**src/rtl/pipe_hazard_ctrl.sv**
```systemverilog
// Pipeline scoreboard: tracks in-flight writers from issue to writeback and
// derives load-use stall, forward selects, flush kill and HLT drain.
module pipe_hazard_ctrl #(
  parameter int STAGES     = 3,
  parameter int NREG       = 16,
  parameter int AW         = $clog2(NREG),
  parameter int LOAD_STAGE = 1,
  parameter int SW         = $clog2(STAGES + 1)
) (
  input  logic              clk,
  input  logic              rst_n,
  input  logic              id_valid,
  input  logic [AW-1:0]     id_src0,
  input  logic [AW-1:0]     id_src1,
  input  logic              id_re0,
  input  logic              id_re1,
  input  logic [AW-1:0]     id_dst,
  input  logic              id_we,
  input  logic              id_load,
  input  logic              id_hlt,
  input  logic              flush,
  output logic              stall,
  output logic              issue,
  output logic [SW-1:0]     fwd_sel0,
  output logic [SW-1:0]     fwd_sel1,
  output logic              wb_we,
  output logic [AW-1:0]     wb_addr,
  output logic [STAGES-1:0] stage_valid,
  output logic              halted
);

  logic [STAGES-1:0]         v_q, we_q, ld_q, ht_q;
  logic [STAGES-1:0][AW-1:0] dst_q;
  logic                      halting_q, halted_q;

  logic          hz0, hz1, found0, found1;
  logic [SW-1:0] sel0, sel1;

  // Scan from the youngest stage up; the first hit is the only one considered.
  always_comb begin
    hz0    = 1'b0;
    hz1    = 1'b0;
    found0 = 1'b0;
    found1 = 1'b0;
    sel0   = '0;
    sel1   = '0;
    for (int unsigned k = 0; k < STAGES; k++) begin
      if (!found0 && id_re0 && (id_src0 != '0) && v_q[k] && we_q[k] && (dst_q[k] == id_src0)) begin
        found0 = 1'b1;
        if (ld_q[k] && (k < LOAD_STAGE)) hz0 = 1'b1;
        else sel0 = SW'(k + 1);
      end
      if (!found1 && id_re1 && (id_src1 != '0) && v_q[k] && we_q[k] && (dst_q[k] == id_src1)) begin
        found1 = 1'b1;
        if (ld_q[k] && (k < LOAD_STAGE)) hz1 = 1'b1;
        else sel1 = SW'(k + 1);
      end
    end
  end

  assign stall       = id_valid & (hz0 | hz1 | halting_q) & ~flush;
  assign issue       = id_valid & ~stall & ~flush & ~halting_q;
  assign fwd_sel0    = sel0;
  assign fwd_sel1    = sel1;
  assign wb_we       = v_q[STAGES-1] & we_q[STAGES-1];
  assign wb_addr     = dst_q[STAGES-1];
  assign stage_valid = v_q;
  assign halted      = halted_q;

  always_ff @(posedge clk or negedge rst_n) begin
    if (!rst_n) begin
      v_q       <= '0;
      we_q      <= '0;
      ld_q      <= '0;
      ht_q      <= '0;
      dst_q     <= '0;
      halting_q <= 1'b0;
      halted_q  <= 1'b0;
    end else begin
      for (int unsigned k = 1; k < STAGES; k++) begin
        v_q[k]   <= v_q[k-1];
        we_q[k]  <= we_q[k-1];
        ld_q[k]  <= ld_q[k-1];
        ht_q[k]  <= ht_q[k-1];
        dst_q[k] <= dst_q[k-1];
      end
      // A flushed stage-0 entry is dropped instead of advancing into stage 1.
      if (flush) begin
        v_q[1]   <= 1'b0;
        we_q[1]  <= 1'b0;
        ld_q[1]  <= 1'b0;
        ht_q[1]  <= 1'b0;
        dst_q[1] <= '0;
      end
      if (issue) begin
        v_q[0]   <= 1'b1;
        we_q[0]  <= id_we;
        ld_q[0]  <= id_load;
        ht_q[0]  <= id_hlt;
        dst_q[0] <= id_dst;
      end else begin
        v_q[0]   <= 1'b0;
        we_q[0]  <= 1'b0;
        ld_q[0]  <= 1'b0;
        ht_q[0]  <= 1'b0;
        dst_q[0] <= '0;
      end

      if (issue && id_hlt) begin
        halting_q <= 1'b1;
      end else if (v_q[STAGES-1] && ht_q[STAGES-1]) begin
        halting_q <= 1'b0;
        halted_q  <= 1'b1;
      end else if (flush && v_q[0] && ht_q[0]) begin
        halting_q <= 1'b0;
      end
    end
  end

endmodule
```
**config.mk**
```make
export PLATFORM = sky130hd
export DESIGN_NAME = pipe_hazard_ctrl
export DESIGN_NICKNAME = d
export VERILOG_FILES = /design/src/rtl/pipe_hazard_ctrl.sv
export SDC_FILE = /design/constraint.sdc
export NUM_CORES = 1
export LEC_CHECK = 0
export CAP_MARGIN = 0
export CORE_MARGIN = 2
export CORE_UTILIZATION = 50
export DETAILED_ROUTE_END_ITERATION = 10
export GPL_TIMING_DRIVEN = 0
export PLACE_DENSITY = 0.85
export SLEW_MARGIN = 30
export SYNTH_ARGS = -nofsm -noshare
export SYNTH_HDL_FRONTEND = slang
export SYNTH_SLANG_ARGS = --single-unit
```
**constraint.sdc**
```tcl
create_clock -name clk -period 3.4 [get_ports clk]
set_input_delay 0.34 -clock clk [delete_from_list [all_inputs] [get_ports clk]]
set_output_delay 0.34 -clock clk [all_outputs]
set_load 0.01 [all_outputs]
```
=== After elaboration in Yosys (flattened, before gate mapping) ===
Cells that the tools add are included.

* Register bits: 24
* Input bits: 21
* Output and inout bits: 15
* Word-level logic and storage cells: 93

* Equal/unequal tests: 6
* Muxes and demuxes: 26
* Bitwise logic cells: 12
* Reduce and logical (&&, ||, !) cells: 40

{| class="wikitable"
|+ Operator list
! cell !! number
|-
| $logic_and 1x1->1 || 32
|-
| $eq 4x4->1 || 6
|-
| $mux 1 || 19
|-
| $mux 2 || 5
|-
| $mux 4 || 2
|-
| $reduce_bool 4->1 || 2
|-
| $and 1x1->1 || 6
|-
| $logic_not 1->1 || 4
|-
| $not 1->1 || 4
|-
| $reduce_bool 3->1 || 1
|-
| $or 1x1->1 || 2
|-
| $reduce_and 2->1 || 1
|}

=== Longest topological paths before layout ===
Gate-level depths: netlist (run 1).

* Depth after elaboration: 20
* Depth in mapped cells: 5
* Mapped depth without buffers: 5

=== Worst setup path before layout (run 1) ===
OpenSTA, ideal clock, no wires.

* Path kind: flip-flop to output port
* Start: register dst_q[2] (netlist bit)
* End: output stall
* Arrival time: 1.331 ns
* Data required time: 3.060 ns
* Slack: 1.729 ns
* Cell stages (with the launch flop): 6
* Buffers on the path: 0
* Cells stage by stage: dfrtp_1 -> xor2_1 -> nor4_1 -> a21o_4 -> nor2_1 -> nor2_1

* Longest elaborated chain between the ends: 7
* Elaborated cells on any way between the ends: 10

{| class="wikitable"
|+ RTL lines
! element !! RTL line !! text
|-
| start: declaration || 33 || <nowiki>logic [STAGES-1:0][AW-1:0] dst_q;</nowiki>
|-
| start signal: indexed assignment || 85 || <nowiki>dst_q[k] <= dst_q[k-1];</nowiki>
|-
| $eq 4x4->1, on equally long branches || 48, 53 ||
|-
| $logic_and 1x1->1, on equally long branches || 48, 53 ||
|-
| $mux 1, on equally long branches || 48, 53 ||
|-
| $or 1x1->1 (*) (2 in a row) || 61 || <nowiki>assign stall = id_valid & (hz0 | hz1 | halting_q) & ~flush;</nowiki>
|-
| $and 1x1->1 (*) (2 in a row) || 61 ||
|-
| end: declaration || 22 || <nowiki>output logic stall,</nowiki>
|}

Mark *: on every way between the ends. The rest lies on a longest branch, timed or not.

=== Worst setup path after layout (run 1) ===
* Start: input id_src0[2]
* End: output fwd_sel0[0]

* Longest elaborated chain between the ends: 20
* Elaborated cells on any way between the ends: 25

{| class="wikitable"
|+ RTL lines
! element !! RTL line !! text
|-
| start: declaration || 13 || <nowiki>input logic [AW-1:0] id_src0,</nowiki>
|-
| $reduce_bool 4->1 || 48 || <nowiki>if (!found0 && id_re0 && (id_src0 != '0) && v_q[k] && we_q[k] && (dst_q[k] == id_src0)) begin</nowiki>
|-
| $logic_and 1x1->1 (4 in a row) || 48 ||
|-
| $mux 1 || 48 ||
|-
| $logic_not 1->1 || 48 ||
|-
| $logic_and 1x1->1 (5 in a row) || 48 ||
|-
| $mux 1 || 48 ||
|-
| $logic_not 1->1 || 48 ||
|-
| $logic_and 1x1->1 (5 in a row) || 48 ||
|-
| $mux 2 (*) || 48 ||
|-
| end: declaration || 24 || <nowiki>output logic [SW-1:0] fwd_sel0,</nowiki>
|}

Marks and branches as above.

==> results of run 1 <==
## final cells by class
cell class,count,area (um2)
Sequential cell,24,600.6
Timing Repair Buffer,35,345.3
Tap cell,28,35.03
Buffer,4,30.03
Clock inverter,1,30.03
Clock buffer,3,22.52
Multi-Input combinational cell,78,591.8
Fill cell,157,599.3
## sequential cells by signal (all words and copies together), names as in the netlist
register,flops
dst_q,8
wb_addr,4
ht_q,3
stage_valid,3
we_q,3
halted,1
halting_q,1
ld_q,1
## power by group through the flow
stage,combinational [uW],sequential (uW),clock (uW)
detailed placement,125,322,0
floorplan,63.4,320,0
CTS,126,317,205
global route,136,319,219
finish,124,316,203
global placement,121,321,0
## metal layers
metal	routed length [um]	up-vias	track usage, %	share of wire, %
met3	172	4	4.520	7.0
met1	1021	414	25.14	42
met2	1218	36	33.54	50
li1	-	432	-	-
met5	0	-	0	0
met4	42	0	9.402	1.7
## cell usage in the layout (no fill, tap or decap)
cell type / Yosys / final
clkdlybuf4s50_1: 0 / 34
dfrtp_1: 24 / 24
xnor2_1: 12 / 12
xor2_1: 12 / 12
nor2b_1: 8 / 8
and2_1: 7 / 7
nor2_1: 7 / 7
nand2_1: 5 / 5
nand3_1: 4 / 4
buf_4: 4 / 4
nand4_1: 3 / 3
nand2b_1: 3 / 3
clkbuf_4: 0 / 3
nor3_1: 2 / 2
nor3_4: 2 / 2
o41ai_2: 1 / 1
or2_1: 1 / 1
o21ai_1: 1 / 1
nor4_1: 1 / 1
o41ai_4: 1 / 1
nor2_2: 1 / 1
a21o_4: 1 / 1
nor4b_4: 1 / 1
o31ai_1: 1 / 1
a21oi_1: 1 / 1
a211oi_1: 1 / 1
a31o_1: 1 / 1
o21bai_1: 1 / 1
bufinv_16: 0 / 1
buf_2: 0 / 1
## kinds of logic after synthesis
family                 share of synthesized area [%]
buffers and inverters                          2.457
AO/OA/AOI/OAI                                  8.189
AND/OR/NAND/NOR                                23.03
XOR/XNOR                                       17.20
flip-flops                                     49.13
## path summary, 6_finish.rpt
| kind | startpoint | endpoint | slack, ns | cells past startpoint |
|---|---|---|---|---|
| worst max-delay path | id_src0[2] | fwd_sel0[0] | 0.42 | 7 |
| worst min-delay path | rst_n | dst_q[0] | -0.03 | 1 |
| worst max register to register | dst_q[2] | halting_q | 1.77 | 5 |
| worst min register to register | ht_q[1] | ht_q[2] | 0.38 | 0 |
| max in group asynchronous | rst_n | dst_q[7] | 3.07 | 1 |
| min in group clk | ht_q[1] | ht_q[2] | 0.38 | 0 |
## through the flow
| stage | util [%] | instances |
|---|---|---|
| after global placement | 71.31 | 169 |
| after detailed placement | 71.31 | 169 |
| after floorplan | - | 106 |
| after global routing | 73.42 | 173 |
| after CTS | 73.64 | 173 |
| final | 73.42 | 173 |
==> results.sh, run 1 <==
export IMPL_fin_area_mm2=0.001655
export IMPL_row_count=17
export IMPL_p_seq_share_pct=49.1
export IMPL_synth_most_common_cell="dfrtp_1"
export IMPL_synth_top_cell_by_area="dfrtp_1"
export IMPL_worstSetupStartpointType="input pin"
export IMPL_drv_slew=0
export IMPL_dieArea_mm2=0.002856
export IMPL_grt_ovfl_total=0
export IMPL_violations="hold timing"
export IMPL_fin_ws_ns=0.4223
export IMPL_grt_max_degree=25
export IMPL_drv_cap=0
export IMPL_synth_avg_cell_area_um2=11.53
export IMPL_clkLatencyLatePin_ns=0.32
export IMPL_die_x_um=53.45
export IMPL_synth_area_leaders="dfrtp_1 (49%), xnor2_1 (8.6%), xor2_1 (8.6%), nor2b_1 (4.1%), and2_1 (3.6%)"
export IMPL_crit_fanout=4
export IMPL_ys_ff_latch=24
export IMPL_cts_resized_gates=0
export IMPL_clock_sinks=24
export IMPL_min_delay_path_class="input pin to async pin"
export IMPL_synth_top_area_share_pct=49.13
export IMPL_gp_congestion=0.8822
export IMPL_cp_end_kind="output port"
export IMPL_cp_arrival_ns=2.64
export IMPL_path_buf_inv=2
export IMPL_post_place_ws_ns=0.4414
export IMPL_p_clk_share_pct=31.6
export IMPL_total_leakage_power_uw=0.0007069
export IMPL_synth_edf_count=0
export IMPL_clockRootBuffer="clkbuf_4"
export IMPL_clkSlewWorstSetupHoldPaths_ns=0.13
export IMPL_slowest_stage="clkdlybuf4s50_1"
export IMPL_htree_levels=1
export IMPL_grt_pass1_vias=896
export IMPL_areaGrowthSynthToFinish_pct=35.41
export IMPL_start_util_pct=54.22
export IMPL_path_class="input pin to output port"
export IMPL_async_reset_ff_share_pct=100.0
export IMPL_postPlaceCellArea_mm2=0.001608
export IMPL_critical_path_required_ns=3.06
export IMPL_cts_tree="built"
export IMPL_ys_seq_area_share_pct=49.13
export IMPL_clock_skew_ns=0.009814
export IMPL_portBuffers=35
export IMPL_num_io_pins=36
export IMPL_max_slew_margin_rel_pct=65.74
export IMPL_nNetsFinal=167
export IMPL_max_vdd_ir_drop_mv=0.3302
export IMPL_initialDrtViolationCount=14
export IMPL_synth_cells=106
export IMPL_ant_nets=0
export IMPL_wl_per_cell_um=14.19
export IMPL_grt_total_usage_pct=20.35
export IMPL_outcome="complete, but fails checks"
export IMPL_clock_path_buffers=2
export IMPL_final_layout_size_suffix_gt1_share_pct=11.03
export IMPL_ys_warn_count=0
export IMPL_vias=886
export IMPL_drc=0
export IMPL_power_density_mw_per_mm2=389.1
export IMPL_postCtsHoldBufs=0
export IMPL_hold_viol_final=24
export IMPL_critPathMostFrequentCell="clkdlybuf4s50_1"
export IMPL_p_int_uw=490.8
export IMPL_fin_tns_setup_ns=0
export IMPL_p_comb_share_pct=19.3
export IMPL_cts_buffers=3
export IMPL_wl_mm=2.455
export IMPL_min_period_ns=2.978
export IMPL_whs_ns=-0.03051
export IMPL_dp_hpwl_mm=1.955
export IMPL_core_region_area_mm2=0.002255
export IMPL_critPathTopFamily="buffers and inverters"
export IMPL_tightest_slew_ns=0.5138
export IMPL_ys_top_cells_by_count="dfrtp_1 (24), xnor2_1 (12), xor2_1 (12)"
export IMPL_rsz0062_at_grt="false"
export IMPL_synth_cell_types=26
export IMPL_swShare_pct=23.80
export IMPL_finalSetupViolations=0
export IMPL_antenna_found_initial=0
export IMPL_vias_per_cell=5.121
export IMPL_total_power_uw=644.0
export IMPL_p_switching_uw=153.3
export IMPL_synth_flop_cell="dfrtp_1"
export IMPL_cts_setup_buffers=0
export IMPL_first_pass_iters=4
export IMPL_synth_area_mm2=0.001222
export IMPL_max_freq_ghz=0.3358
export IMPL_grt_pass1_wl_mm=4.057
export IMPL_slowest_delay_ns=0.57
export IMPL_num_antenna_cells=0
export IMPL_die_y_um=53.45
export IMPL_synth_fp_nets=127
export IMPL_finalCritPeriodShare_pct=87.58
export IMPL_path_cells="clkdlybuf4s50_1, xor2_1, nor4_1, nor2b_1, nand2_1, o31ai_1, clkdlybuf4s50_1"
Power figures use the tool's default switching activity.
==> inputs of run 2 (changes only) <==
--- a/config.mk
+++ b/config.mk
@@ -11,6 +11,7 @@
 export DETAILED_ROUTE_END_ITERATION = 10
 export GPL_TIMING_DRIVEN = 0
 export PLACE_DENSITY = 0.85
+export SKIP_CTS_REPAIR_TIMING = 1
 export SLEW_MARGIN = 30
 export SYNTH_ARGS = -nofsm -noshare
 export SYNTH_HDL_FRONTEND = slang
==> results of run 2 <==
No change in the layout: final DEF, timing and power equal those of run 1.
